<file path="config.mk">
export PLATFORM = sky130hd
export DESIGN_NAME = pipe_reg_chain
export DESIGN_NICKNAME = d
export VERILOG_FILES = /design/src/rtl/pipe_reg_chain_pkg.sv /design/src/rtl/pipe_reg_chain_pipe_stage.sv /design/src/rtl/pipe_reg_chain.sv
export SDC_FILE = /design/constraint.sdc
export NUM_CORES = 1
export LEC_CHECK = 0
export BUFFER_PORTS_ARGS = -buffer_cell sky130_fd_sc_hd__buf_4
export CORE_MARGIN = 2
export CORE_UTILIZATION = 45
export CTS_BUF_LIST = sky130_fd_sc_hd__clkbuf_4
export CTS_CLUSTER_SIZE = 20
export DETAILED_ROUTE_END_ITERATION = 10
export PLACE_DENSITY = 0.81
export SETUP_SLACK_MARGIN = 0.5
export SKIP_LAST_GASP = 1
export SLEW_MARGIN = 20
export SYNTH_ARGS = -nofsm -noshare
export SYNTH_HDL_FRONTEND = slang
export SYNTH_HIERARCHICAL = 1
export SYNTH_SLANG_ARGS = --single-unit
export TNS_END_PERCENT = 5
</file>
<file path="constraint.sdc">
create_clock -name clk -period 1.3 [get_ports clk]
set_input_delay 0.13 -clock clk [delete_from_list [all_inputs] [get_ports clk]]
set_output_delay 0.13 -clock clk [all_outputs]
set_load 0.02 [all_outputs]
</file>
<file path="src/rtl/pipe_reg_chain_pkg.sv">
// rtl/pipe_reg_chain_pkg.sv - shared constants and helpers for the pipeline register chain
package pipe_reg_chain_pkg;

    localparam int WORD           = 32;
    localparam int PIPE_MAX_DEPTH = 8;

    // Width needed to count 0..d valid stages inclusive.
    function automatic int occ_w(input int d);
        return $clog2(d + 1);
    endfunction

endpackage

</file>
<file path="src/rtl/pipe_reg_chain_pipe_stage.sv">
// rtl/pipe_reg_chain_pipe_stage.sv - one data+valid stage with reset, flush and stall
module pipe_stage
    import pipe_reg_chain_pkg::*;
#(
    parameter int               WIDTH      = WORD,
    parameter logic [WIDTH-1:0] RESET_VAL  = '0,
    parameter bit               FLUSH_DATA = 1'b1
) (
    input  logic             clk,
    input  logic             reset,
    input  logic             en_i,
    input  logic             flush_i,
    input  logic             valid_i,
    input  logic [WIDTH-1:0] data_i,
    output logic             valid_o,
    output logic [WIDTH-1:0] data_o
);

    logic             valid_q, valid_d;
    logic [WIDTH-1:0] data_q, data_d;

    // Flush outranks stall; reset is handled in the register itself.
    always_comb begin
        valid_d = valid_q;
        data_d  = data_q;
        if (flush_i) begin
            valid_d = 1'b0;
            if (FLUSH_DATA) begin
                data_d = RESET_VAL;
            end
        end else if (en_i) begin
            valid_d = valid_i;
            data_d  = data_i;
        end
    end

    always_ff @(posedge clk) begin
        if (reset) begin
            valid_q <= 1'b0;
            data_q  <= RESET_VAL;
        end else begin
            valid_q <= valid_d;
            data_q  <= data_d;
        end
    end

    assign valid_o = valid_q;
    assign data_o  = data_q;

endmodule

</file>
<file path="src/rtl/pipe_reg_chain.sv">
// rtl/pipe_reg_chain.sv - DEPTH-stage valid-qualified register chain with stall, flush and occupancy
module pipe_reg_chain
    import pipe_reg_chain_pkg::*;
#(
    parameter int               WIDTH      = WORD,
    parameter int               DEPTH      = 1,
    parameter logic [WIDTH-1:0] RESET_VAL  = '0,
    parameter bit               FLUSH_DATA = 1'b1
) (
    input  logic                       clk,
    input  logic                       reset,
    input  logic                       en,
    input  logic                       flush,
    input  logic                       valid_in,
    input  logic [WIDTH-1:0]           D,
    output logic [WIDTH-1:0]           Q,
    output logic                       valid_out,
    output logic [occ_w(DEPTH)-1:0]    occ
);

    localparam int OW = occ_w(DEPTH);

    if (DEPTH < 1 || DEPTH > PIPE_MAX_DEPTH) begin : g_bad_depth
        $error("pipe_reg_chain: DEPTH out of range");
    end

    logic             stage_valid [DEPTH];
    logic [WIDTH-1:0] stage_data  [DEPTH];

    for (genvar i = 0; i < DEPTH; i++) begin : g_stage
        logic             in_valid;
        logic [WIDTH-1:0] in_data;

        if (i == 0) begin : g_head
            assign in_valid = valid_in;
            assign in_data  = D;
        end else begin : g_body
            assign in_valid = stage_valid[i-1];
            assign in_data  = stage_data[i-1];
        end

        pipe_stage #(
            .WIDTH      (WIDTH),
            .RESET_VAL  (RESET_VAL),
            .FLUSH_DATA (FLUSH_DATA)
        ) u_stage (
            .clk     (clk),
            .reset   (reset),
            .en_i    (en),
            .flush_i (flush),
            .valid_i (in_valid),
            .data_i  (in_data),
            .valid_o (stage_valid[i]),
            .data_o  (stage_data[i])
        );
    end

    logic [OW-1:0] occ_q, occ_d;

    // One entry may enter and one may leave per shift, so occ stays within 0..DEPTH.
    always_comb begin
        occ_d = occ_q;
        if (flush) begin
            occ_d = '0;
        end else if (en) begin
            occ_d = occ_q + OW'(valid_in) - OW'(stage_valid[DEPTH-1]);
        end
    end

    always_ff @(posedge clk) begin
        if (reset) begin
            occ_q <= '0;
        end else begin
            occ_q <= occ_d;
        end
    end

    assign Q         = stage_data[DEPTH-1];
    assign valid_out = stage_valid[DEPTH-1];
    assign occ       = occ_q;

endmodule

</file>
Yosys cells after proc, flatten, opt, wreduce, memory -nomap -nowiden
Cells that the tools add are included.
- add/sub/neg operators: 2
- reduce and logical (&&, ||, !) cells: 1
- operators with widths (kind ; number):
    $reduce_or A2 Y1 ; 1
    $add A1 B1 Y1 ; 1
    $sub A1 B1 Y1 ; 1
- output and inout port bits: 34
- register bits after elaboration: 34
- logic and storage cells: 6
- input port bits: 37

Longest topological paths before layout
- depth after elaboration: 2
- gate-level depth with buffers: 4
- depth with buffers taken out: 3

Modules after synthesis
The synthesis kept the hierarchy.
- modules (own cells, without submodules) (module ; area an instance (um^2) ; cells each ; instances ; sequential area each (um^2)):
    pipe_stage ; 1218.7 ; 108 ; 1 ; 660.6
    pipe_reg_chain ; 61.3 ; 6 ; 1 ; 20.0

Worst setup path after synthesis
No wires, ideal clock.
- path kind: register to register
- start: reg g_stage[0].u_stage.valid_q
- end: reg occ_q (netlist: occ)
- setup slack: 0.195 ns
- buffers on the path: 0
- setup time: 0.059 ns
- data arrival time: 1.046 ns
- required time: 1.241 ns
- period minus slack after synthesis: 1.105 ns
- stages on the path, launching flop included: 4
- cells stage by stage: dfxtp_1 -> xor2_1 -> a2111oi_2 -> a31o_1
- cells in the longest elaborated chain, start to end: 1
- RTL lines (what ; RTL line ; source):
    from (decl) ; pipe_reg_chain_pipe_stage.sv:19 ; logic valid_q, valid_d;
    from (signal assigned) ; pipe_reg_chain_pipe_stage.sv:42 ; valid_q <= valid_d;
    $sub A1 B1 Y1 ; pipe_reg_chain.sv:66 ; occ_d = occ_q + OW'(valid_in) - OW'(stage_valid[DEPTH-1]);
    to (signal assigned) ; pipe_reg_chain.sv:72 ; occ_q <= '0;
    to (signal assigned) ; pipe_reg_chain.sv:74 ; occ_q <= occ_d;
    to (decl) ; pipe_reg_chain.sv:58 ; logic [OW-1:0] occ_q, occ_d;
Every way passes these cells.
A chain may end at the register's enable or synchronous reset.

Worst setup path after layout
Same ends and word-level chain as after synthesis.

==> results.sh <==
export IMPL_p_seq_frac=0.557
export IMPL_fin_cells=219
export IMPL_synth_xor_area_share=0.006843
export IMPL_rows=19
export IMPL_cts_setup_buffers=0
export IMPL_fin_setup_tns_ps=0
export IMPL_insertion_delay_ps=320
export IMPL_synth_nets=151
export IMPL_maxUsedRoutingLayer="met4"
export IMPL_leakage_nw=0.9340
export IMPL_dr_wl_met2_mm=1.530
export IMPL_synth_seq_cells=34
export IMPL_die_y_um=57.33
export IMPL_die_x_um=57.33
export IMPL_finalSetupViolations=0
export IMPL_first_pass_iters=4
export IMPL_syn_inst=114
export IMPL_ys_types=12
export IMPL_crit_path_start_kind="flip-flop"
export IMPL_ios=71
export IMPL_path_cells="xor2_2, a2111oi_4, a31o_1"
export IMPL_grt_pass1_vias=1084
export IMPL_end_kind="flip-flop"
export IMPL_synth_edf_count=0
export IMPL_hold_violations=0
export IMPL_p_int_w=0.001471
export IMPL_start_util=0.4682
export IMPL_hpwl_mm=2.207
export IMPL_htreeDepth=2
export IMPL_place_congestion=0.6952
export IMPL_cp_slowest_cell="dfxtp_4"
export IMPL_peakVddDrop_mv=0.9759
export IMPL_routedWlPerCell_um=13.23
export IMPL_cts_made_buffers=5
export IMPL_p_switching_w=0.0004923
export IMPL_drive_above_1_share=0.4468
export IMPL_coreArea_um2=2734
export IMPL_synth_top_family_by_area="multiplexers"
export IMPL_overflow=0
export IMPL_yosys_top_cells_count="dfxtp_1, mux2i_1, nor2_1, buf_6, buf_8"
export IMPL_grt_pass1_wl_mm=4.616
export IMPL_share_comb_of_total_power=0.164
export IMPL_syn_area_per_cell_um2=11.23
export IMPL_layout_nets=224
export IMPL_criticalPathCategory="reg -> reg"
export IMPL_dp_cells=211
export IMPL_postRouteAntennaNets=0
export IMPL_ys_top_cells_by_area="dfxtp_1, mux2i_1, nor2_1"
export IMPL_synth_adder_area_share=0
export IMPL_drv_slew=0
export IMPL_cp_max_fo=3
export IMPL_power_density_nw_per_um2=1059
export IMPL_viasPerCell=4.731
export IMPL_power_frac_clock=0.279
export IMPL_post_synth_top_count_cell="dfxtp_1"
export IMPL_yosys_most_used_dff="dfxtp_1"
export IMPL_grt_start_max_net_pins=18
export IMPL_tritoncts="yes"
export IMPL_root_buffer="clkbuf_4"
export IMPL_synth_largest_area_cell="dfxtp_1"
export IMPL_drc_errors=0
export IMPL_min_period_ps=1041
export IMPL_via_count=1036
export IMPL_synthToLayoutAreaGrowth_pct=44.87
export IMPL_yosysWarnings=6
export IMPL_cap_violations=0
export IMPL_max_freq_mhz=960.4
export IMPL_synthDominantCellAreaShare=0.5318
export IMPL_synthMuxAreaShare=0.2581
export IMPL_synthSimpleGateAreaFrac=0.1056
export IMPL_crit_required_ps=1570
export IMPL_drt_iter0_markers=18
export IMPL_routed_wl_met3_um=208
export IMPL_path_clk_slew_ps=100
export IMPL_crit_family="compound AO/OA/AOI/OAI gates"
export IMPL_worstPathArrival_ps=1310
export IMPL_grt_usage=0.1850
export IMPL_antenna_cells=0
export IMPL_routed_wl_mm=2.898
export IMPL_fin_skew_ps=0.1439
export IMPL_worst_slack_ps=258.8
export IMPL_synth_compound_area_share=0.01857
export IMPL_status="finished clean"
export IMPL_yosysSeqAreaShare=0.5318
export IMPL_worst_slew_pin_slew_ps=279.9
export IMPL_port_buffers=70
export IMPL_critical_path_max_stage_delay_ps=370
export IMPL_slew_headroom=0.8134
export IMPL_drt_met1_wl_mm=1.106
export IMPL_grt_antenna_before_repair=0
export IMPL_swShare=0.2508
export IMPL_path_buf_inv=0
export IMPL_synth_cell_area_um2=1280
export IMPL_cts_sinks=34
export IMPL_timing_final_crit_share=0.8009
export IMPL_place_ws_ps=232.0
export IMPL_hold_class="in -> reg"
export IMPL_clk_path_buf_depth=2
export IMPL_dieArea_um2=3287
export IMPL_rsz0062_at_grt="true"
export IMPL_synthArstFlopShare=0
-- metrics by stage --
| stage | utilization | hold WS (ps) | cell area (um2) | total power, W |
|---|---|---|---|---|
| 2_1_floorplan | - | 265.0 | 1291 | 0.001296 |
| 3_3_place_gp | 0.6540 | 362.3 | 1788 | 0.001425 |
| 5_1_grt | 0.6783 | 29.07 | 1854 | 0.002066 |
| 3_5_place_dp | 0.6540 | 373.8 | 1788 | 0.001437 |
| 4_1_cts | 0.6783 | 24.85 | 1854 | 0.001983 |
| 6_report | 0.6783 | 30.68 | 1854 | 0.001963 |
-- power groups by stage --
stage          Combinational [W]  Clock, W  Sequential (W)
3_5_place_dp            0.000320         0         0.00112
4_1_cts                 0.000325  0.000563         0.00109
6_report                0.000321  0.000548         0.00109
2_1_floorplan           0.000137         0         0.00116
3_3_place_gp            0.000309         0         0.00112
5_1_grt                 0.000347  0.000621         0.00110
-- routing by layer --
metal	global-route usage	up-vias
met5	0	-
met4	0.09635	0
met3	0.05215	7
met2	0.3186	40
met1	0.2071	467
li1	-	522
-- worst register-to-register path: stages, from the launching register on --
cell,delay [ps]
dfxtp_4,370
xor2_2,170
a2111oi_4,320
a31o_1,140
-- path summary, 6_finish.rpt --
check	from	end	slack, ps	cells after the start
setup / recovery	g_stage[0].u_stage/valid_o$_SDFFE_PP0P_	occ$_SDFFE_PP0P_	260	3
hold / removal	D[26]	g_stage[0].u_stage/data_o[26]$_SDFFE_PP0P_	30	3
setup reg to reg	g_stage[0].u_stage/valid_o$_SDFFE_PP0P_	occ$_SDFFE_PP0P_	260	3
hold reg to reg	g_stage[0].u_stage/data_o[14]$_SDFFE_PP0P_	g_stage[0].u_stage/data_o[14]$_SDFFE_PP0P_	500	2
-- flip-flops by register name, indices dropped and copies added, names as in the netlist --
| name | flops |
|---|---|
| occ | 1 |
| g_stage.u_stage/data_o | 32 |
| g_stage.u_stage/valid_o | 1 |
-- timing repair --
item / in CTS / in global routing
setup endpoints to repair: 35 / 35
hold endpoints to repair: 0 / 0
gates resized for setup: 1 / 0
hold buffers: 0 / 0
-- cell families (layout without fill, tap and decap cells) --
kind of cell / Yosys count / in the layout
and+or+nand+nor: 35 / 35
muxes: 33 / 33
xor gates and xnor gates: 1 / 1
AOI/OAI and AO/OA: 2 / 2
buffers and inverters: 9 / 83
DFF: 34 / 34
-- layout make-up --
type	instances	area [um2]
Fill cell	227	879.6
Clock buffer	6	45.04
Multi-Input combinational cell	71	518.0
Clock inverter	2	8.758
Timing Repair Buffer	74	555.5
Tap cell	31	38.79
Inverter	1	3.754
Sequential cell	34	684.4
-- placed cells by master, fill, tap and decap left out --
cell and n:
clkinv_1 1, a2111oi_4 1, dfxtp_1 33, a31o_1 1, nor2_1 33, clkbuf_4 6
clkinv_2 1, or2_1 1, inv_1 1, nor3_1 1, dfxtp_4 1, mux2i_1 33
xor2_2 1, buf_4 74
Note: power is estimated with default switching activity, not from simulation.
